File: src/rtl/tetris_pkg.sv
// Shared board geometry, row types, sequencer state encoding and line-clear score table.
package tetris_pkg;

  localparam int unsigned BOARD_COLS = 10;
  localparam int unsigned BOARD_ROWS = 20;
  localparam int unsigned ROW_W      = 7;

  typedef logic [BOARD_COLS-1:0] row_t;
  typedef logic [ROW_W-1:0]      row_idx_t;

  typedef enum logic [1:0] {IDLE, SCAN, FILL, REPORT} rcs_state_t;

  localparam logic [19:0] SCORE_TABLE [5] = '{20'd0, 20'd40, 20'd100, 20'd300, 20'd1200};
  localparam logic [19:0] SCORE_MAX       = 20'hFFFFF;

endpackage

File: src/rtl/row_clear_sequencer.sv
// Removes full rows after a piece locks: scans bottom-up, compacts survivors down, zero-fills the top.
// Optional score accumulator is enabled with `define ROW_CLEAR_SCORE_EN.
module row_clear_sequencer
  import tetris_pkg::*;
(
  input  logic                  frame_clk,
  input  logic                  Reset,
  input  logic                  lock_valid,
  output logic                  lock_ready,
  input  logic [ROW_W-1:0]      lock_row_lo,
  input  logic [ROW_W-1:0]      lock_row_hi,
  output logic [ROW_W-1:0]      rd_row,
  input  logic [BOARD_COLS-1:0] rd_data,
  output logic                  wr_en,
  output logic [ROW_W-1:0]      wr_row,
  output logic [BOARD_COLS-1:0] wr_data,
  output logic                  busy,
  output logic                  done,
  output logic                  Clear_row,
  output logic [3:0]            Num_rows_to_clear,
  output logic [ROW_W-1:0]      Row_to_clear
`ifdef ROW_CLEAR_SCORE_EN
  ,
  output logic [19:0]           score
`endif
);

  localparam logic [1:0] S_IDLE   = 2'(IDLE);
  localparam logic [1:0] S_SCAN   = 2'(SCAN);
  localparam logic [1:0] S_FILL   = 2'(FILL);
  localparam logic [1:0] S_REPORT = 2'(REPORT);
  localparam row_idx_t   LAST_ROW = ROW_W'(BOARD_ROWS - 1);

  logic [1:0] r_state, w_state_nxt;
  row_idx_t   r_r, w_r_nxt;
  row_idx_t   r_w, w_w_nxt;
  row_idx_t   r_lo, w_lo_nxt;
  logic [2:0] r_cnt, w_cnt_nxt;
  row_idx_t   r_first, w_first_nxt;
  row_idx_t   w_hi_clamp;
  logic       w_full;
  logic       w_wr_en;
  row_t       w_wr_data;

  logic       r_lock_ready, r_busy, r_done, r_clear_row;
  logic [3:0] r_num;
  row_idx_t   r_row_to_clear;

  // Next-state, pointer and board-write decode
  always_comb begin
    w_state_nxt = r_state;
    w_r_nxt     = r_r;
    w_w_nxt     = r_w;
    w_lo_nxt    = r_lo;
    w_cnt_nxt   = r_cnt;
    w_first_nxt = r_first;
    w_wr_en     = 1'b0;
    w_wr_data   = rd_data;
    w_full      = &rd_data;
    w_hi_clamp  = (lock_row_hi > LAST_ROW) ? LAST_ROW : lock_row_hi;
    case (r_state)
      S_IDLE: begin
        if (lock_valid && r_lock_ready) begin
          w_state_nxt = S_SCAN;
          w_r_nxt     = w_hi_clamp;
          w_w_nxt     = w_hi_clamp;
          w_lo_nxt    = (lock_row_lo < w_hi_clamp) ? lock_row_lo : w_hi_clamp;
          w_cnt_nxt   = 3'd0;
          w_first_nxt = '0;
        end
      end
      S_SCAN: begin
        w_r_nxt = r_r - ROW_W'(1);
        if (w_full) begin
          w_cnt_nxt = (r_cnt == 3'd4) ? 3'd4 : r_cnt + 3'd1;
          if (r_cnt == 3'd0) w_first_nxt = r_r;
        end else begin
          // w trails r, so a survivor is only rewritten once a full row has been skipped
          w_wr_en = (r_w != r_r);
          w_w_nxt = r_w - ROW_W'(1);
        end
        if (r_r == r_lo && w_cnt_nxt == 3'd0) w_state_nxt = S_REPORT;
        else if (r_r == '0) w_state_nxt = (w_cnt_nxt != 3'd0) ? S_FILL : S_REPORT;
      end
      S_FILL: begin
        w_wr_en   = 1'b1;
        w_wr_data = '0;
        w_w_nxt   = r_w - ROW_W'(1);
        if (r_w == '0) w_state_nxt = S_REPORT;
      end
      default: w_state_nxt = S_IDLE;
    endcase
  end

  assign rd_row  = r_r;
  assign wr_en   = w_wr_en;
  assign wr_row  = r_w;
  assign wr_data = w_wr_data;

  always_ff @(posedge frame_clk or posedge Reset) begin
    if (Reset) begin
      r_state <= S_IDLE;
      r_r     <= '0;
      r_w     <= '0;
      r_lo    <= '0;
      r_cnt   <= 3'd0;
      r_first <= '0;
    end else begin
      r_state <= w_state_nxt;
      r_r     <= w_r_nxt;
      r_w     <= w_w_nxt;
      r_lo    <= w_lo_nxt;
      r_cnt   <= w_cnt_nxt;
      r_first <= w_first_nxt;
    end
  end

  // Status/report registers, loaded on entry to the state they describe
  always_ff @(posedge frame_clk or posedge Reset) begin
    if (Reset) begin
      r_lock_ready   <= 1'b0;
      r_busy         <= 1'b0;
      r_done         <= 1'b0;
      r_clear_row    <= 1'b0;
      r_num          <= 4'd0;
      r_row_to_clear <= '0;
    end else begin
      r_lock_ready <= (w_state_nxt == S_IDLE);
      r_busy       <= (w_state_nxt != S_IDLE);
      r_done       <= (w_state_nxt == S_REPORT);
      r_clear_row  <= (w_state_nxt == S_REPORT) && (w_cnt_nxt != 3'd0);
      if (w_state_nxt == S_REPORT) begin
        r_num          <= 4'(w_cnt_nxt);
        r_row_to_clear <= w_first_nxt;
      end
    end
  end

  assign lock_ready        = r_lock_ready;
  assign busy              = r_busy;
  assign done              = r_done;
  assign Clear_row         = r_clear_row;
  assign Num_rows_to_clear = r_num;
  assign Row_to_clear      = r_row_to_clear;

`ifdef ROW_CLEAR_SCORE_EN
  logic [19:0] r_score;
  logic [20:0] w_score_sum;

  assign w_score_sum = {1'b0, r_score} + {1'b0, SCORE_TABLE[w_cnt_nxt]};

  always_ff @(posedge frame_clk or posedge Reset) begin
    if (Reset) r_score <= 20'd0;
    else if (w_state_nxt == S_REPORT) r_score <= w_score_sum[20] ? SCORE_MAX : w_score_sum[19:0];
  end

  assign score = r_score;
`endif

endmodule

File: config.mk
export PLATFORM = sky130hd
export DESIGN_NAME = row_clear_sequencer
export DESIGN_NICKNAME = d
export VERILOG_FILES = /design/src/rtl/tetris_pkg.sv /design/src/rtl/row_clear_sequencer.sv
export SDC_FILE = /design/constraint.sdc
export NUM_CORES = 1
export LEC_CHECK = 0
export BUFFER_PORTS_ARGS = -buffer_cell sky130_fd_sc_hd__buf_2
export CAP_MARGIN = 20
export CORE_UTILIZATION = 54
export DETAILED_ROUTE_END_ITERATION = 16
export GPL_TIMING_DRIVEN = 0
export PLACE_DENSITY = 0.89
export SLEW_MARGIN = 15
export SYNTH_ARGS = -nofsm -noshare
export SYNTH_HDL_FRONTEND = slang
export SYNTH_SLANG_ARGS = --single-unit
File: constraint.sdc
create_clock -name frame_clk -period 3.3 [get_ports frame_clk]
set_clock_uncertainty 0.1 [all_clocks]
set_input_delay 0.66 -clock frame_clk [delete_from_list [all_inputs] [get_ports frame_clk]]
set_output_delay 0.66 -clock frame_clk [all_outputs]
set_load 0.01 [all_outputs]
==> impl_metrics.yaml, run 1 <==
routing:
  postRouteWirelength_um: 6960
  vias: 2529
  detail_route.first_pass.iterations: 4
  route.detailed.vias_per_inst: 5.68
  wl_per_cell_um: 15.6
  drc_errors: 0
  dr.first_iter.drc_count: 198
  antenna_violating_nets_post_route: 0
place:
  place_ws_ps: -148
  weighted_congestion_reported_at_the_end_of_routability_driven_placement: 0.893
  placed_cells_incl_taps: 437
  place.port_buffers: 65
  dp_hpwl_um: 5440
die:
  floorplan.core_area_mm2: 0.00517
  die_w_um: 75.9
  number_of_rows_created_at_floorplan: 26
  floorplan.initialDensity_pct: 57.0
  die_area_mm2: 0.00576
  ioPinCount: 67
  dieHeight_um: 75.9
sta:
  worst_slew_pin_slew_ps: 915
  slew_violations: 0
  rsz0062_at_grt: "no"
  max_freq_mhz: 317
  timing.final.crit_share_pct: 95.6
  fin_hold_ws_ps: 229
  timing.final.hold_violations: 0
  setup_ws_ps: 146
  final-setup-viol-count: 0
  relSlewSlack_pct: 38.9
  min_period_ps: 3150
run_status:
  status: "finished clean"
setup_path:
  crit_required_ps: 3390
  worst_setup_path_end_kind: "flop"
  timing.setup.critical_path_class: "in2reg"
  maximum_fanout_encountered_on_the_critical_timing_path: 7
  critPathLaunchType: "input port"
  critPathArrivalTime_ps: 3240
clocking:
  ctsResizeCount: 0
  tritoncts: "yes"
  path_clk_slew_ps: 90
  cts-root-buf: "sky130_fd_sc_hd__clkbuf_8"
  cts-buffers-inserted: 5
  post-cts-setup-buffers: 0
  worstSkewPairLatency_ps: 320
  max_root_sink_buffers: 2
  cts_sinks: 47
  cts-hold-fix-buffers: 0
  cts_max_level: 2
synthesis:
  synth_enable_flop_cells: 0
  synth_area_mm2: 0.00295
  synthDistinctLibCells: 61
  ys_warn_count: 0
  synthArstFlopShare_pct: 100
  synthesis.instances: 300
  postSynth.topFlopCell: "sky130_fd_sc_hd__dfrtp_1"
  synth.yosys.seq_area_share_pct: 39.9
  avgSynthCellArea_um2: 9.83
  synth_seq_cells: 47
final_layout:
  syn2layout_area_growth_pct: 18.7
  nets: 416
  stdcell_count: 445
  n_antenna_cell: 0
  drive_above_1_share_pct: 28.3
global_route:
  groute.usage.overall_pct: 25.8
  globalRouteOverflowTotal: 0
  grt.met1_usage_pct: 32.4
  grt_pass1_vias: 2486
  grt_antenna_before_repair: 0
  met3_usage_pct: 3.98
  groute.layer.met2.usage_pct: 44.4
  largest_net_degree_at_the_start_of_global_routing: 31
  routing_layer_with_the_top_usage_in_global_route: "met2"
  grt_first_pass_wirelength_um: 11600
power_and_ir_drop:
  pwr_density_cell_mw_per_mm2: 875
  irDropWorstVdd_uv: 548
  power_leakage_nw: 1.75
hold_path:
  worstHoldPathType: "in2async"
run:
  max_cap_violations: 0
==> cell usage in the layout (no fill, tap or decap), types with 4 or more instances in the layout <==
cell,synthesis,layout
sky130_fd_sc_hd__buf_2,4,69
sky130_fd_sc_hd__dfrtp_1,47,47
sky130_fd_sc_hd__nand2_1,24,24
sky130_fd_sc_hd__o21ai_0,23,23
sky130_fd_sc_hd__inv_1,21,20
sky130_fd_sc_hd__ha_1,15,15
sky130_fd_sc_hd__a21oi_1,13,13
sky130_fd_sc_hd__nor2b_1,13,13
sky130_fd_sc_hd__nor2_1,11,11
sky130_fd_sc_hd__a22o_1,10,10
sky130_fd_sc_hd__xor2_1,10,10
sky130_fd_sc_hd__nor3_1,8,8
sky130_fd_sc_hd__clkbuf_1,8,8
sky130_fd_sc_hd__mux2_4,8,8
sky130_fd_sc_hd__mux2i_1,7,7
sky130_fd_sc_hd__nand3_1,6,6
sky130_fd_sc_hd__clkbuf_8,0,5
sky130_fd_sc_hd__mux2_2,4,4
sky130_fd_sc_hd__o211ai_1,4,4
==> kinds of logic (layout without fill, tap and decap cells) <==
group	Yosys count	after routing	share of synthesized area, %
other cells	2	3	0.255
buf+inv	37	111	5.81
fa+ha+maj	15	15	6.36
compound gates	79	79	18.6
mux	19	19	7.97
flops	47	47	39.9
xor+xnor	14	14	4.41
simple gates	87	87	16.7
==> worst paths after layout <==
| path | start | to | slack (ps) | cells past startpoint |
|---|---|---|---|---|
| worst max-delay path | lock_row_hi[6] | r_lo[4]$_DFFE_PP0P_ | 150 | 12 |
| min in group frame_clk | r_lo[4]$_DFFE_PP0P_ | r_lo[4]$_DFFE_PP0P_ | 410 | 2 |
| worst min register to register | r_lo[4]$_DFFE_PP0P_ | r_lo[4]$_DFFE_PP0P_ | 410 | 2 |
| worst min-delay path | Reset | r_lo[0]$_DFFE_PP0P_ | 230 | 2 |
| max in group asynchronous | Reset | Clear_row$_DFF_PP0_ | 2390 | 3 |
| worst max register to register | rd_row[0]$_DFFE_PP0P_ | Row_to_clear[1]$_DFFE_PP0N_ | 530 | 10 |
==> layer usage <==
| metal | share of wire [%] | vias up | wire, um |
|---|---|---|---|
| li1 | - | 1215 | - |
| met1 | 43 | 1208 | 3000 |
| met2 | 50 | 97 | 3470 |
| met3 | 5.3 | 9 | 366 |
| met4 | 1.8 | 0 | 125 |
| met5 | 0 | - | 0 |
==> state kept, by name, indices dropped and copies added (netlist names) <==
register,flops
r_lo,7
r_state,2
Row_to_clear,7
Clear_row,1
wr_row,7
Num_rows_to_clear,3
done,1
rd_row,7
r_first,7
lock_ready,1
r_cnt,3
busy,1
==> power breakdown <==
| part | switching (mW) | internal [mW] | total [mW] | leakage (nW) |
|---|---|---|---|---|
| Sequential | 0.173 | 0.742 | 0.914 | 0.616 |
| Clock | 0.212 | 0.228 | 0.440 | 0.0548 |
| Combinational | 1.03 | 0.678 | 1.71 | 1.08 |
| Total | 1.42 | 1.65 | 3.06 | 1.75 |
==> critical path: stages <==
cell	delay, ps
sky130_fd_sc_hd__buf_2	110
sky130_fd_sc_hd__or3_1	430
sky130_fd_sc_hd__inv_1	140
sky130_fd_sc_hd__and2_1	200
sky130_fd_sc_hd__inv_1	80
sky130_fd_sc_hd__ha_1	270
sky130_fd_sc_hd__and3_1	200
sky130_fd_sc_hd__and3_1	180
sky130_fd_sc_hd__a2111o_1	400
sky130_fd_sc_hd__clkbuf_1	220
sky130_fd_sc_hd__mux2i_1	250
sky130_fd_sc_hd__o21ai_0	100
==> final cells by class <==
cell class              instances  area [um2]
clock inverters                 3        46.3
multi-input cells             217        1610
well taps                      70        87.6
repair buffers                 66         345
clock buffers                   5        68.8
flip-flops and latches         47        1180
inverters                      21        78.8
fillers                       404        1670
plain buffers                  16        92.6
==> cell usage after synthesis, drive strengths merged (4+ instances only) <==
cell type | instances | area share [%]
o211ai | 4 | 1.0
buf | 8 | 2.1
mux2 | 12 | 5.6
inv | 21 | 2.7
o21ai | 24 | 4.1
nand2 | 24 | 3.1
nand3 | 6 | 1.0
a22o | 11 | 3.3
a21oi | 13 | 2.2
nor2b | 14 | 3.2
xor2 | 11 | 3.5
ha | 15 | 6.4
dfrtp | 47 | 40
clkbuf | 8 | 1.0
mux2i | 7 | 2.4
nor3 | 9 | 1.9
nor2 | 11 | 1.4
==> stage by stage <==
step | utilization, % | area, um2 | TNS (ps) | total power, mW
finish | 67.7 | 3500 | 0 | 3.06
CTS | 67.7 | 3500 | 0 | 3.05
global placement | 65.1 | 3370 | -271 | 2.53
detailed placement | 65.5 | 3390 | -555 | 2.61
floorplan | - | 2950 | 0 | 2.13
global route | 67.7 | 3500 | 0 | 3.27
No activity file was read; power rests on OpenSTA's default activity.
==> run 2: changes to the inputs <==
--- a/config.mk
+++ b/config.mk
@@ -11,6 +11,7 @@
 export DETAILED_ROUTE_END_ITERATION = 16
 export GPL_TIMING_DRIVEN = 0
 export PLACE_DENSITY = 0.89
+export RECOVER_POWER = 100
 export SLEW_MARGIN = 15
 export SYNTH_ARGS = -nofsm -noshare
 export SYNTH_HDL_FRONTEND = slang
==> impl_metrics.yaml, run 2 (synthesis gave the netlist of run 1 again) <==
hold_path:
  worstHoldPathType: "in2async"
sta:
  worst_slew_pin_slew_ps: 1540
  slew_violations: 31
  max_freq_mhz: 320
  timing.final.crit_share_pct: 94.8
  timing.final.hold_violations: 0
  final-setup-viol-count: 0
  relSlewSlack_pct: -2.77
  setup_ws_ps: 172
  rsz0062_at_grt: "no"
  min_period_ps: 3130
setup_path:
  path_delay_family: "simple AND/OR/NAND/NOR gates"
  maximum_fanout_encountered_on_the_critical_timing_path: 7
  crit_required_ps: 3390
  cp_slowest_cell: "sky130_fd_sc_hd__or3_1"
  crit_path_max_incr_delay_ps: 440
  timing.setup.critical_path_class: "in2reg"
  critical_path.cell_chain: "clkbuf_1, or3_1, inv_1, and2_1, inv_1, ha_1, and3_1, and3_1, a2111o_1, clkbuf_1, mux2i_1, o21ai_0"
  worstPathBufferInverterCount: 4
  worst_setup_path_end_kind: "flop"
  critPathLaunchType: "input port"
  critPathArrivalTime_ps: 3220
routing:
  met3WireLength_um: 339
  route.detailed.vias_per_inst: 5.69
  dr.first_iter.drc_count: 200
  highest-signal-layer: "met4"
  vias: 2531
  routed-wl-met2_um: 3460
  antenna_violating_nets_post_route: 0
  detail_route.first_pass.iterations: 4
  postRouteWirelength_um: 7010
  routedLengthMet1_um: 3070
  wl_per_cell_um: 15.7
  drc_errors: 0
final_layout:
  stdcell_count: 445
  syn2layout_area_growth_pct: 14.8
  n_antenna_cell: 0
  final_core_util_pct: 65.5
  nets: 416
  most_frequent_cells_in_the_layout: "52 x sky130_fd_sc_hd__clkbuf_1, 47 x sky130_fd_sc_hd__dfrtp_1, 27 x sky130_fd_sc_hd__buf_2"
  filler_cell_count: 434
  drive_above_1_share_pct: 13.9
  final_common_cell: "sky130_fd_sc_hd__clkbuf_1"
die:
  die_w_um: 75.9
  number_of_rows_created_at_floorplan: 26
  floorplan.initialDensity_pct: 57.0
  die_area_mm2: 0.00576
  dieHeight_um: 75.9
  ioPinCount: 67
  floorplan.core_area_mm2: 0.00517
clocking:
  worstSkewPairLatency_ps: 320
  tritoncts: "yes"
  ctsResizeCount: 0
  path_clk_slew_ps: 90
  cts-hold-fix-buffers: 0
  cts_max_level: 2
  cts_sinks: 47
  cts-buffers-inserted: 5
  cts-root-buf: "sky130_fd_sc_hd__clkbuf_8"
  max_root_sink_buffers: 2
  post-cts-setup-buffers: 0
power_and_ir_drop:
  pwr_density_cell_mw_per_mm2: 880
  irDropWorstVdd_uv: 516
  power_leakage_nw: 1.60
place:
  dp_hpwl_um: 5440
  place.port_buffers: 65
  placed_cells_incl_taps: 437
  weighted_congestion_reported_at_the_end_of_routability_driven_placement: 0.893
  place_ws_ps: -148
global_route:
  groute.usage.overall_pct: 25.8
  grt_pass1_vias: 2486
  globalRouteOverflowTotal: 0
  grt_antenna_before_repair: 0
  grt_first_pass_wirelength_um: 11600
  largest_net_degree_at_the_start_of_global_routing: 31
run_status:
  status: "finished, violations left"
  violated_checks: "max-capacitance violations, max-slew violations"
run:
  max_cap_violations: 1
## run 2: worst paths after layout
path	startpoint	to	slack (ps)	cells past startpoint
worst max-delay path	lock_row_hi[6]	r_lo[4]$_DFFE_PP0P_	170	12
worst min-delay path	Reset	r_lo[0]$_DFFE_PP0P_	340	2
worst max register to register	r_state[1]$_DFF_PP0_	Row_to_clear[1]$_DFFE_PP0N_	270	10
worst min register to register	Row_to_clear[6]$_DFFE_PP0N_	Row_to_clear[6]$_DFFE_PP0N_	410	1
max in group asynchronous	Reset	r_cnt[0]$_DFF_PP0_	910	3
min in group frame_clk	Row_to_clear[6]$_DFFE_PP0N_	Row_to_clear[6]$_DFFE_PP0N_	410	1
## run 2: power breakdown
group	total, mW	leakage [nW]	switching (mW)	internal [mW]
clock	0.444	0.0548	0.216	0.228
sequential	0.915	0.616	0.173	0.742
combinational	1.62	0.928	1.01	0.611
## run 2: cell type report
type	count	area [um2]	area share, %
plain buffers	16	90.1	2.66
clock buffers	5	68.8	2.03
well taps	70	87.6	2.59
clock inverters	3	46.3	1.37
flip-flops and latches	47	1180	34.7
repair buffers	66	279	8.24
multi-input cells	217	1560	46.0
inverters	21	78.8	2.33
## run 2: routing by layer
metal / global-route usage, % / up-vias
li1: - / 1214
met1: 32.4 / 1209
met2: 44.4 / 96
met3: 3.98 / 12
met4: 10.2 / 0
met5: 0 / -
## run 2: metrics by stage
| step | TNS (ps) | total power, mW | cell area [um2] | hold slack, ps |
|---|---|---|---|---|
| final | 0 | 2.98 | 3390 | 339 |
| after global routing | 0 | 3.19 | 3390 | 409 |
| after CTS | 0 | 3.05 | 3500 | 242 |
| after detailed placement | -555 | 2.61 | 3390 | 395 |
| after global placement | -271 | 2.53 | 3370 | 381 |
| after floorplan | 0 | 2.13 | 2950 | 366 |
==> run 3: changes to the inputs <==
--- a/config.mk
+++ b/config.mk
@@ -10,7 +10,7 @@
 export CORE_UTILIZATION = 54
 export DETAILED_ROUTE_END_ITERATION = 16
 export GPL_TIMING_DRIVEN = 0
-export PLACE_DENSITY = 0.89
+export PLACE_DENSITY_LB_ADDON = 0.1
 export RECOVER_POWER = 100
 export SLEW_MARGIN = 15
 export SYNTH_ARGS = -nofsm -noshare
==> impl_metrics.yaml, run 3 (synthesis gave the netlist of run 1 again) <==
die:
  number_of_rows_created_at_floorplan: 26
  floorplan.core_area_mm2: 0.00517
  dieHeight_um: 75.9
  die_area_mm2: 0.00576
  floorplan.initialDensity_pct: 57.0
  die_w_um: 75.9
  ioPinCount: 67
hold_path:
  hold_start: "Row_to_clear[4]$_DFFE_PP0N_"
  whs_path_depth: 1
  end_point_of_the_most_critical_hold_path: "Row_to_clear[4]$_DFFE_PP0N_"
  worstHoldPathType: "reg2reg"
final_layout:
  stdcell_count: 444
  nets: 415
  filler_cell_count: 473
  drive_above_1_share_pct: 14.2
  n_antenna_cell: 0
  syn2layout_area_growth_pct: 14.3
  final_common_cell: "sky130_fd_sc_hd__clkbuf_1"
  final_core_util_pct: 65.2
  most_frequent_cells_in_the_layout: "51 x sky130_fd_sc_hd__clkbuf_1, 47 x sky130_fd_sc_hd__dfrtp_1, 27 x sky130_fd_sc_hd__buf_2"
  design_area_mm2: 0.00337
clocking:
  path_clk_slew_ps: 90
  max_root_sink_buffers: 2
  tritoncts: "yes"
  cts-root-buf: "sky130_fd_sc_hd__clkbuf_8"
  worstSkewPairLatency_ps: 300
  post-cts-setup-buffers: 0
  ctsResizeCount: 0
  cts-hold-fix-buffers: 0
  cts_sinks: 47
  cts-buffers-inserted: 5
  cts_max_level: 2
setup_path:
  critPathArrivalTime_ps: 3180
  critical_path.cell_chain: "clkbuf_1, or3_1, inv_1, and2_1, inv_1, ha_1, and3_1, and3_1, a2111o_1, mux2i_1, a21oi_1"
  path_delay_family: "simple AND/OR/NAND/NOR gates"
  critPathLaunchType: "input port"
  ff2ff_path_depth: 10
  critical_path_depth: 11
  crit_start: "lock_row_hi[6]"
  regToRegEndpoint: "Row_to_clear[3]$_DFFE_PP0N_"
  worst_r2r_setup_slack_ps: 320
  cp_slowest_cell: "sky130_fd_sc_hd__a2111o_1"
  worstPathBufferInverterCount: 3
  timing.setup.critical_path_class: "in2reg"
  crit_required_ps: 3380
  worst_r2r_startpoint: "rd_row[0]$_DFFE_PP0P_"
  crit_path_max_incr_delay_ps: 550
  worst_setup_path_end_kind: "flop"
  maximum_fanout_encountered_on_the_critical_timing_path: 7
power_and_ir_drop:
  power.share.combinational_pct: 55.6
  p_clk_share_pct: 12.8
  pwr-share-seq_pct: 31.5
  power_report.internal_total_mw: 1.53
  power.switching_fraction_pct: 47.3
  power_leakage_nw: 1.59
  irDropWorstVdd_uv: 447
  pwr_density_cell_mw_per_mm2: 860
  netSwitchingPower_mw: 1.37
routing:
  dr.first_iter.drc_count: 125
  wl_per_cell_um: 14.8
  route.detailed.vias_per_inst: 5.53
  detail_route.first_pass.iterations: 4
  vias: 2454
  drc_errors: 0
  antenna_violating_nets_post_route: 0
  postRouteWirelength_um: 6590
place:
  placed_cells_incl_taps: 437
  dp_hpwl_um: 5080
  weighted_congestion_reported_at_the_end_of_routability_driven_placement: 0.852
  placement_cell_area_mm2: 0.00339
  place.port_buffers: 65
sta:
  slew_violations: 0
  worst_slew_pin_slew_ps: 1360
  timing.final.crit_share_pct: 93.8
  min_period_ps: 3100
  rsz0062_at_grt: "no"
  final-setup-viol-count: 0
  fin_hold_ws_ps: 395
  max_freq_mhz: 323
  relSlewSlack_pct: 9.17
  timing.final.hold_violations: 0
global_route:
  grt_first_pass_wirelength_um: 11400
  groute.usage.overall_pct: 24.7
  grt_pass1_vias: 2379
  globalRouteOverflowTotal: 0
  grt_antenna_before_repair: 0
  largest_net_degree_at_the_start_of_global_routing: 27
run_status:
  status: "finished clean"
run:
  max_cap_violations: 0
run 3: layer usage:
| layer | GRT usage [%] | vias up | wire length (um) |
|---|---|---|---|
| li1 | - | 1217 | - |
| met1 | 35.1 | 1162 | 3170 |
| met2 | 40.4 | 66 | 3070 |
| met3 | 2.65 | 9 | 286 |
| met4 | 6.73 | 0 | 69 |
| met5 | 0 | - | 0 |
run 3: how the worst max path moves through the flow:
stage                           to  slack, ps
4_1_cts        r_lo[2]$_DFFE_PP0P_        140
3_3_place_gp   r_lo[2]$_DFFE_PP0P_       -140
5_1_grt        r_lo[2]$_DFFE_PP0P_         40
3_5_place_dp   r_lo[2]$_DFFE_PP0P_       -150
6_report       r_lo[2]$_DFFE_PP0P_        200
2_1_floorplan  r_lo[2]$_DFFE_PP0P_        280
run 3: final cells by class:
cell class / count / area (um2) / share of cell area (%)
Multi-Input combinational cell: 217 / 1570 / 46.4
Timing Repair Buffer: 66 / 279 / 8.27
Inverter: 21 / 78.8 / 2.34
Buffer: 15 / 86.3 / 2.56
Tap cell: 70 / 87.6 / 2.60
Sequential cell: 47 / 1180 / 34.9
Clock buffer: 6 / 82.6 / 2.45
Clock inverter: 2 / 16.3 / 0.482
run 3: worst reg2reg max path: stages, from the launching register on:
cell,delay (ps)
sky130_fd_sc_hd__dfrtp_1,380
sky130_fd_sc_hd__clkbuf_1,230
sky130_fd_sc_hd__inv_1,150
sky130_fd_sc_hd__ha_1,210
sky130_fd_sc_hd__nor3b_4,340
sky130_fd_sc_hd__nand2_1,120
sky130_fd_sc_hd__a21boi_0,150
sky130_fd_sc_hd__o31a_1,360
sky130_fd_sc_hd__nor2b_1,320
sky130_fd_sc_hd__buf_12,180
sky130_fd_sc_hd__mux2_1,330
run 3: power groups by stage:
| stage | clock network, mW | logic [mW] | registers (mW) |
|---|---|---|---|
| after floorplan | 0 | 1.20 | 0.927 |
| after global placement | 0 | 1.64 | 0.914 |
| after detailed placement | 0 | 1.69 | 0.920 |
| after CTS | 0.380 | 1.70 | 0.910 |
| after global routing | 0.400 | 1.81 | 0.935 |
| final | 0.372 | 1.61 | 0.915 |
run 3: per-stage QoR:
| step | setup TNS (ps) | power [mW] | setup slack (ps) |
|---|---|---|---|
| after CTS | 0 | 2.99 | 142 |
| after global routing | 0 | 3.14 | 44.9 |
| final | 0 | 2.90 | 203 |
| after floorplan | 0 | 2.13 | 284 |
| after global placement | -562 | 2.55 | -143 |
| after detailed placement | -605 | 2.61 | -152 |
